===== src/rtl/pem_pkg.sv =====
// Shared definitions for the fetch/decode control stage: word widths,
// locally resolved opcodes and the FSM state encoding.
package pem_pkg;

    localparam int LARGURA_DADOS  = 8;
    localparam int LARGURA_END    = 4;
    localparam int LARGURA_OPCODE = LARGURA_DADOS - LARGURA_END;

    localparam logic [LARGURA_OPCODE-1:0] OP_NOP  = 4'h0;
    localparam logic [LARGURA_OPCODE-1:0] OP_JZ   = 4'hD;
    localparam logic [LARGURA_OPCODE-1:0] OP_JMP  = 4'hE;
    localparam logic [LARGURA_OPCODE-1:0] OP_HALT = 4'hF;

    typedef enum logic [2:0] {
        OCIOSO     = 3'd0,
        BUSCA      = 3'd1,
        DECODIFICA = 3'd2,
        EXECUTA    = 3'd3,
        PARADO     = 3'd4
    } estado_t;

endpackage


===== src/rtl/unidade_controle_if.sv =====
// Valid/ready link between the control unit (master) and the ULA (slave).
interface unidade_controle_if;

    logic [pem_pkg::LARGURA_OPCODE-1:0] opcode;
    logic [pem_pkg::LARGURA_END-1:0]    operando;
    logic                               opValido;
    logic                               ulaPronto;

    modport master (output opcode, output operando, output opValido, input ulaPronto);
    modport slave  (input opcode, input operando, input opValido, output ulaPronto);

endinterface


===== src/rtl/memoria_programa.sv =====
// 16x8 program memory: one synchronous write port and one registered read
// port; contents survive reset.
module memoria_programa
    import pem_pkg::*;
(
    input  logic                     clk,
    input  logic                     escrita,
    input  logic [LARGURA_END-1:0]   endereco_escrita,
    input  logic [LARGURA_DADOS-1:0] dado_escrita,
    input  logic                     leitura,
    input  logic [LARGURA_END-1:0]   endereco_leitura,
    output logic [LARGURA_DADOS-1:0] dado_lido
);

    logic [LARGURA_DADOS-1:0] mem [2**LARGURA_END];

    // The read register doubles as the instruction register and only updates during fetch.
    always_ff @(posedge clk) begin
        if (escrita) begin
            mem[endereco_escrita] <= dado_escrita;
        end
        if (leitura) begin
            dado_lido <= mem[endereco_leitura];
        end
    end

endmodule


===== src/rtl/unidade_controle.sv =====
// Fetch/decode/execute control unit: resolves NOP/JZ/JMP/HALT locally and
// hands every other instruction to the ULA over a valid/ready handshake.
module unidade_controle
    import pem_pkg::*;
(
    input  logic                     Clock,
    input  logic                     Resetn,
    input  logic [LARGURA_DADOS-1:0] dadosEntrada,
    input  logic [LARGURA_END-1:0]   enderecoEscrita,
    input  logic                     escrever,
    input  logic                     iniciar,
    input  logic                     acumuladorZero,
    unidade_controle_if.master       ula,
    output logic [LARGURA_END-1:0]   pc,
    output logic                     executando,
    output logic                     parado
);

    localparam logic [2:0] S_OCIOSO     = OCIOSO;
    localparam logic [2:0] S_BUSCA      = BUSCA;
    localparam logic [2:0] S_DECODIFICA = DECODIFICA;
    localparam logic [2:0] S_EXECUTA    = EXECUTA;
    localparam logic [2:0] S_PARADO     = PARADO;

    logic [2:0]                estado;
    logic [LARGURA_DADOS-1:0]  ir;
    logic [LARGURA_OPCODE-1:0] ir_opcode;
    logic [LARGURA_END-1:0]    ir_operando;
    logic                      ocioso;

    assign ocioso      = (estado == S_OCIOSO) || (estado == S_PARADO);
    assign executando  = !ocioso;
    assign ir_opcode   = ir[LARGURA_DADOS-1:LARGURA_END];
    assign ir_operando = ir[LARGURA_END-1:0];

    memoria_programa u_memoria (
        .clk              (Clock),
        .escrita          (escrever && ocioso),
        .endereco_escrita (enderecoEscrita),
        .dado_escrita     (dadosEntrada),
        .leitura          (estado == S_BUSCA),
        .endereco_leitura (pc),
        .dado_lido        (ir)
    );

    always_ff @(posedge Clock) begin
        if (!Resetn) begin
            estado       <= S_OCIOSO;
            pc           <= '0;
            ula.opcode   <= '0;
            ula.operando <= '0;
            ula.opValido <= 1'b0;
            parado       <= 1'b0;
        end else begin
            case (estado)
                S_OCIOSO: begin
                    if (iniciar) begin
                        pc     <= '0;
                        estado <= S_BUSCA;
                    end
                end
                S_BUSCA: begin
                    estado <= S_DECODIFICA;
                end
                S_DECODIFICA: begin
                    case (ir_opcode)
                        OP_NOP: begin
                            pc     <= pc + 1'b1;
                            estado <= S_BUSCA;
                        end
                        OP_JMP: begin
                            pc     <= ir_operando;
                            estado <= S_BUSCA;
                        end
                        OP_JZ: begin
                            pc     <= acumuladorZero ? ir_operando : pc + 1'b1;
                            estado <= S_BUSCA;
                        end
                        OP_HALT: begin
                            parado <= 1'b1;
                            estado <= S_PARADO;
                        end
                        default: begin
                            ula.opcode   <= ir_opcode;
                            ula.operando <= ir_operando;
                            ula.opValido <= 1'b1;
                            estado       <= S_EXECUTA;
                        end
                    endcase
                end
                S_EXECUTA: begin
                    // Operands stay frozen until the ULA takes them.
                    if (ula.ulaPronto) begin
                        ula.opValido <= 1'b0;
                        pc           <= pc + 1'b1;
                        estado       <= S_BUSCA;
                    end
                end
                S_PARADO: begin
                    if (iniciar) begin
                        pc     <= '0;
                        parado <= 1'b0;
                        estado <= S_BUSCA;
                    end
                end
                default: begin
                    estado <= S_OCIOSO;
                end
            endcase
        end
    end

endmodule


===== src/flat_wrapper.sv =====
// flat-port wrapper written by rule: the top's interface ports become plain ports
module unidade_controle_flat import pem_pkg::*;
  (Clock, Resetn, dadosEntrada, enderecoEscrita, escrever, iniciar, acumuladorZero, pc, executando, parado, ula_opcode, ula_operando, ula_opValido, ula_ulaPronto);
  unidade_controle_if ula_i ();
  input  logic Clock;
  input  logic Resetn;
  input  logic [LARGURA_DADOS-1:0] dadosEntrada;
  input  logic [LARGURA_END-1:0] enderecoEscrita;
  input  logic escrever;
  input  logic iniciar;
  input  logic acumuladorZero;
  output logic [LARGURA_END-1:0] pc;
  output logic executando;
  output logic parado;
  output wire logic [$bits(ula_i.opcode)-1:0] ula_opcode;
  output wire logic [$bits(ula_i.operando)-1:0] ula_operando;
  output wire logic [$bits(ula_i.opValido)-1:0] ula_opValido;
  input wire logic [$bits(ula_i.ulaPronto)-1:0] ula_ulaPronto;
  assign ula_opcode = ula_i.opcode;
  assign ula_operando = ula_i.operando;
  assign ula_opValido = ula_i.opValido;
  assign ula_i.ulaPronto = ula_ulaPronto;
  unidade_controle u_core (.Clock(Clock), .Resetn(Resetn), .dadosEntrada(dadosEntrada), .enderecoEscrita(enderecoEscrita), .escrever(escrever), .iniciar(iniciar), .acumuladorZero(acumuladorZero), .ula(ula_i), .pc(pc), .executando(executando), .parado(parado));
endmodule

===== config.mk =====
export PLATFORM = sky130hd
export DESIGN_NAME = unidade_controle_flat
export DESIGN_NICKNAME = d
export VERILOG_FILES = /design/src/rtl/pem_pkg.sv /design/src/rtl/unidade_controle_if.sv /design/src/rtl/memoria_programa.sv /design/src/rtl/unidade_controle.sv /design/src/flat_wrapper.sv
export SDC_FILE = /design/constraint.sdc
export NUM_CORES = 1
export LEC_CHECK = 0
export CAP_MARGIN = 20
export CORE_ASPECT_RATIO = 0.9
export CORE_MARGIN = 2
export CORE_UTILIZATION = 47
export CTS_CLUSTER_DIAMETER = 80
export DETAILED_ROUTE_END_ITERATION = 10
export PLACE_DENSITY = 0.68
export SYNTH_ARGS = -nofsm -noshare
export SYNTH_HDL_FRONTEND = slang
export SYNTH_SLANG_ARGS = --single-unit

===== constraint.sdc =====
create_clock -name Clock -period 2.3 [get_ports Clock]
set_input_delay 0.345 -clock Clock [delete_from_list [all_inputs] [get_ports Clock]]
set_output_delay 0.345 -clock Clock [all_outputs]
set_load 0.05 [all_outputs]

# Word-level counts from Yosys, hierarchy flattened
# Memory sizes are Yosys's and may differ from the RTL's. A register that Yosys moved wholly into a read port is not among the register bits.
# Cells that the tools add are included.
# totals
regBits	17
latchBits	0
ram_bits	128
romBits	0
in_bits	18
output_inout_bits	15
mem_count	1
# classes
addsub	1
mul	0
div_mod_pow	0
magnitude_cmp	0
eq_ne	13
shift	0
mux	17
bitwise	1
reduce_logical	16
# memory_table
name	words	width	rd	rd_clocked_by_memory_dff	write_ports	line_no	rtl
u_core.u_memoria.mem	16	8	1	1	1	memoria_programa.sv:15	logic [LARGURA_DADOS-1:0] mem [2**LARGURA_END];
# op_table
operator	count
$pmux W4 S3	2
$eq A4 B4 Y1 const B	3
$mux W4	3
$pmux W3 S4	1
$eq A3 B2 Y1 const B	2
$mux W1	6
$mux W3	2
$ne A2 B2 Y1 const B	3
$pmux W3 S2	1
$reduce_and A3 Y1	2
$add A4 B1 Y4 const B	1
$logic_not A4 Y1	1
$ne A2 B1 Y1 const B	2
$ne A4 B1 Y1 const B	1
$pmux W1 S2	2
$reduce_and A2 Y1	2
$reduce_and A4 Y1	1
$reduce_bool A2 Y1	2
$reduce_or A4 Y1	1
$eq A3 B1 Y1 const B	1
$eq A3 B3 Y1 const B	1
$logic_not A3 Y1	1
$reduce_bool A3 Y1	1
$reduce_or A3 Y1	1
other kinds (5)	5

# Depth between registers and ports, before layout
# logic_depth
word_depth	5
mapped_depth	7
depth_no_buf	5

# Modules after synthesis
# Synthesis repeated with hierarchy kept, for this count alone.
# unflattened
hier_cells	340
area_unflattened_um2	6108.4
# by_module_without_submodules
mod	n_inst	cells_each	area_each_um2	seq_area_each_um2
memoria_programa	1	229	5227.5	4083.9
unidade_controle	1	111	880.8	340.3

# Least setup slack after synthesis
# OpenSTA, ideal clock, no wires.
# synth_timing
path_type	flip-flop to flip-flop
from	register u_core.estado[0]
to	memory u_core.u_memoria.mem[0][0], enable pin
setup_ns	0.383
t_arrival_ns	1.964
slack_ns	-0.047
path_stages_with_launch	6
period_less_slack_ns	2.347
path_cell_list	dfxtp_1 buf_2 nor2_4 inv_2 or4b_1 nor3_1
# synth_between
elab_chain_len	5
# synth_rtl
element	line_no	rtl
start: declaration	unidade_controle.sv:25	logic [2:0] estado;
start signal: assignment	unidade_controle.sv:48	estado <= S_OCIOSO;
start signal: assignment	unidade_controle.sv:59	estado <= S_BUSCA;
start signal: assignment	unidade_controle.sv:63	estado <= S_DECODIFICA;
$eq A3 B3 Y1 / $logic_not A3 Y1 (equally long branches)	unidade_controle.sv:31	assign ocioso = (estado == S_OCIOSO) || (estado == S_PARADO);
$logic_or A1 B1 Y1 *	unidade_controle.sv:31	
$logic_and A1 B1 Y1 *	unidade_controle.sv:38	.escrita (escrever && ocioso),
$mux W1 *	memoria_programa.sv:19	if (escrita) begin
$mux W1 (not written as such) *	memoria_programa.sv:20	mem[endereco_escrita] <= dado_escrita;
end: declaration	memoria_programa.sv:15	
# Every way passes the cells marked *; elsewhere a longest branch is shown, timed or not.

# Worst setup path after layout
# layout_timing
from	register u_core.pc[2]
to	output pc[2]
# layout_rtl
element	line_no	rtl
start: declaration	unidade_controle.sv:14	output logic [LARGURA_END-1:0] pc,
start signal: assignment	unidade_controle.sv:68	pc <= pc + 1'b1;
start signal: assignment	unidade_controle.sv:72	pc <= ir_operando;
start signal: assignment	unidade_controle.sv:76	pc <= acumuladorZero ? ir_operando : pc + 1'b1;
end: declaration	flat_wrapper.sv:12	output logic [LARGURA_END-1:0] pc;
# No word-level cell between the ends.

==> results.sh <==
export IMPL_final_area_um2=7458
export IMPL_vdd_drop_max_v=0.0006495
export IMPL_slowest_delay_ps=620
export IMPL_insertion_delay_ps=420
export IMPL_antenna_found_initial=1
export IMPL_ctsHoldBuffers=0
export IMPL_yosysWarnings=0
export IMPL_wirelength_um=12650
export IMPL_worst_ep_arrival_time_ps=1640
export IMPL_syn_area_um2=6182
export IMPL_io_buffers=32
export IMPL_min_period_ps=1980
export IMPL_syn_inst=374
export IMPL_die_y_um=112.8
export IMPL_io_pins=33
export IMPL_grt_max_degree=26
export IMPL_grt_pass1_wl_um=19580
export IMPL_overflow=0
export IMPL_grt_pass1_vias=3509
export IMPL_dpl_cell_count=582
export IMPL_cts_root_buf="clkbuf_16"
export IMPL_rows=39
export IMPL_worst_hold_path_type="register to register"
export IMPL_start_util=0.4836
export IMPL_die_area_um2=14090
export IMPL_worst_path_buf_inv=1
export IMPL_postLayoutSetupSlackWorst_ps=319.7
export IMPL_synth_top_area_share=0.6606
export IMPL_cp_required_ps=1960
export IMPL_syn_avg_cell_area_um2=16.53
export IMPL_detail_route_vias_per_cell=5.726
export IMPL_critPathMaxFanout=14
export IMPL_finalSetupTns_ps=0
export IMPL_crit_family="flip-flops"
export IMPL_period_share=0.8610
export IMPL_crit_path_end_kind="output port"
export IMPL_slew_headroom=0.5214
export IMPL_gp_congestion=0.8066
export IMPL_clkSlewWorstSetupHoldPaths_ps=60
export IMPL_cts_buffer_depth=2
export IMPL_drv_cap=0
export IMPL_fin_skew_ps=8.259
export IMPL_cpMaxStageDelayCell="dfxtp_1"
export IMPL_antennaDiodeCount=0
export IMPL_tightest_slew_ps=715.7
export IMPL_ys_types=49
export IMPL_synth_top_area_cell="edfxtp_1"
export IMPL_synth_edff_count=136
export IMPL_cts_tree="yes"
export IMPL_areaGrowthSynthToFinish_pct=20.64
export IMPL_place_ws_ps=201.0
export IMPL_synth_seq_cells=153
export IMPL_fin_nets=456
export IMPL_syn_nets=393
export IMPL_vias=3516
export IMPL_ys_seq_area_frac=0.7156
export IMPL_p_leak_nw=2.457
export IMPL_drive_above_1_share=0.2311
export IMPL_routedWlPerCell_um=20.60
export IMPL_placed_cell_area_um2=6865
export IMPL_cts_buffers=17
export IMPL_drc=0
export IMPL_grt_total_usage=0.1898
export IMPL_synth_flop_cell="edfxtp_1"
export IMPL_core_um2=12780
export IMPL_synth_async_reset_ratio=0
export IMPL_clock_sinks=153
export IMPL_maxSlewViolCount=0
export IMPL_antenna_left=0
export IMPL_first_pass_iters=4
export IMPL_crit_chain="dlygate4sd2_1"
export IMPL_status="completed"
export IMPL_htreeDepth=4
export IMPL_die_x_um=124.9
export IMPL_finalHoldViolations=0
export IMPL_start_kind="register"
export IMPL_setup_viol=0
export IMPL_yosys_top_cells_area="edfxtp_1 66%, mux4_2 5.8%, dfxtp_1 5.5%"
export IMPL_fmax_mhz=505.0
export IMPL_crit_type="register to output port"
export IMPL_power_w=0.006848
export IMPL_rsz0062_at_grt="no"
export IMPL_fin_cells=614
export IMPL_place_hpwl_um=8543
export IMPL_drt_first_iter_violations=306
export IMPL_power_density_nw_per_um2=918.1
-- per-layer routing --
metal | share of wire | GRT usage | wire (um) | vias up
met1 | 0.45 | 0.2525 | 5662 | 1753
met5 | 0 | 0 | 0 | -
met2 | 0.48 | 0.3005 | 6117 | 105
met4 | 0.020 | 0.07630 | 252 | 0
li1 | - | - | - | 1639
met3 | 0.049 | 0.05248 | 614 | 19
-- synth_stat cells (2+ instances only) --
master,number
mux4_2,16
dfxtp_1,17
nand4b_1,2
nand3b_1,2
a21boi_0,6
mux2i_1,24
buf_2,6
nand4_1,3
mux2_2,9
nand2_1,27
nor2b_1,2
and2_1,3
a32oi_1,2
o221a_2,4
nand2b_1,6
edfxtp_1,136
a221oi_1,9
o21ai_0,21
a22oi_1,8
buf_4,2
clkbuf_1,8
a21oi_1,12
o22ai_1,3
nor3_1,5
nor2_1,17
-- area by class of cell --
class	instances	area, um^2
multi-input combinational	202	1669
sequential	153	4428
clock inverter	15	166.4
tap	164	205.2
inverter	2	7.507
fill	978	5326
clock buffer	17	425.4
timing repair buffer	61	556.8
-- worst min-delay path: stages (launching register included) --
cell and delay (ps):
dfxtp_1 310, nand2_1 50, a21boi_0 60
-- registers in the layout, summed over array words and instances (netlist names) --
| name | count |
|---|---|
| u_core.estado | 3 |
| u_core.parado | 1 |
| u_core.pc | 4 |
| u_core.u_memoria.dado_lido | 8 |
| u_core.u_memoria.mem | 128 |
| u_core.ula.opValido | 1 |
| u_core.ula.opcode | 4 |
| u_core.ula.operando | 4 |
-- worst paths after layout --
kind         slack (ps)                       endpoint                   start  cells after the start
min                 470         u_core.ula.operando[2]  u_core.ula.operando[2]                      2
max reg2reg         330  u_core.u_memoria.dado_lido[4]            u_core.pc[0]                      5
max                 320                          pc[2]            u_core.pc[2]                      1
min reg2reg         470         u_core.ula.operando[2]  u_core.ula.operando[2]                      2
-- per-stage QoR --
step | util | hold slack [ps]
4_1_cts | 0.5832 | 467.8
3_5_place_dp | 0.5370 | 459.4
6_report | 0.5834 | 465.2
2_1_floorplan | - | 443.9
5_1_grt | 0.5834 | 487.5
3_3_place_gp | 0.5370 | 451.0
-- power by group --
group	leakage [nW]	internal [W]	switching, W
sequential	1.37	0.00311	0.000100
combinational	0.809	0.000417	0.000478
clock	0.280	0.00162	0.00112
total	2.46	0.00515	0.00170
-- cells by family (layout without fill, tap and decap cells) --
kind of cell,Yosys count,in the layout,synth area share
XOR/XNOR,1,1,0.001417
AO/OA/AOI/OAI,75,75,0.08885
adder cells (fa/ha/maj),1,1,0.002024
flip-flops,153,153,0.7156
buffers and inverters,19,95,0.01518
AND/OR/NAND/NOR,76,76,0.06335
multiplexers,49,49,0.1135
-- cell usage in the layout, fill, tap and decap left out, drive strengths merged, types with 16 or more instances in the layout --
cell type,count
buf,32
clkbuf,17
clkdlybuf4s50,27
dfxtp,17
edfxtp,136
mux2i,24
mux4,16
nand2,27
nor2,18
o21ai,22
-- what timing repair did --
action                     CTS  global route
setup endpoints to repair    1             1
setup buffers                0             0
gates cloned                 0             0
gates resized for setup      1             1
pin swaps                    0             0
Power figures use the tool's default switching activity.
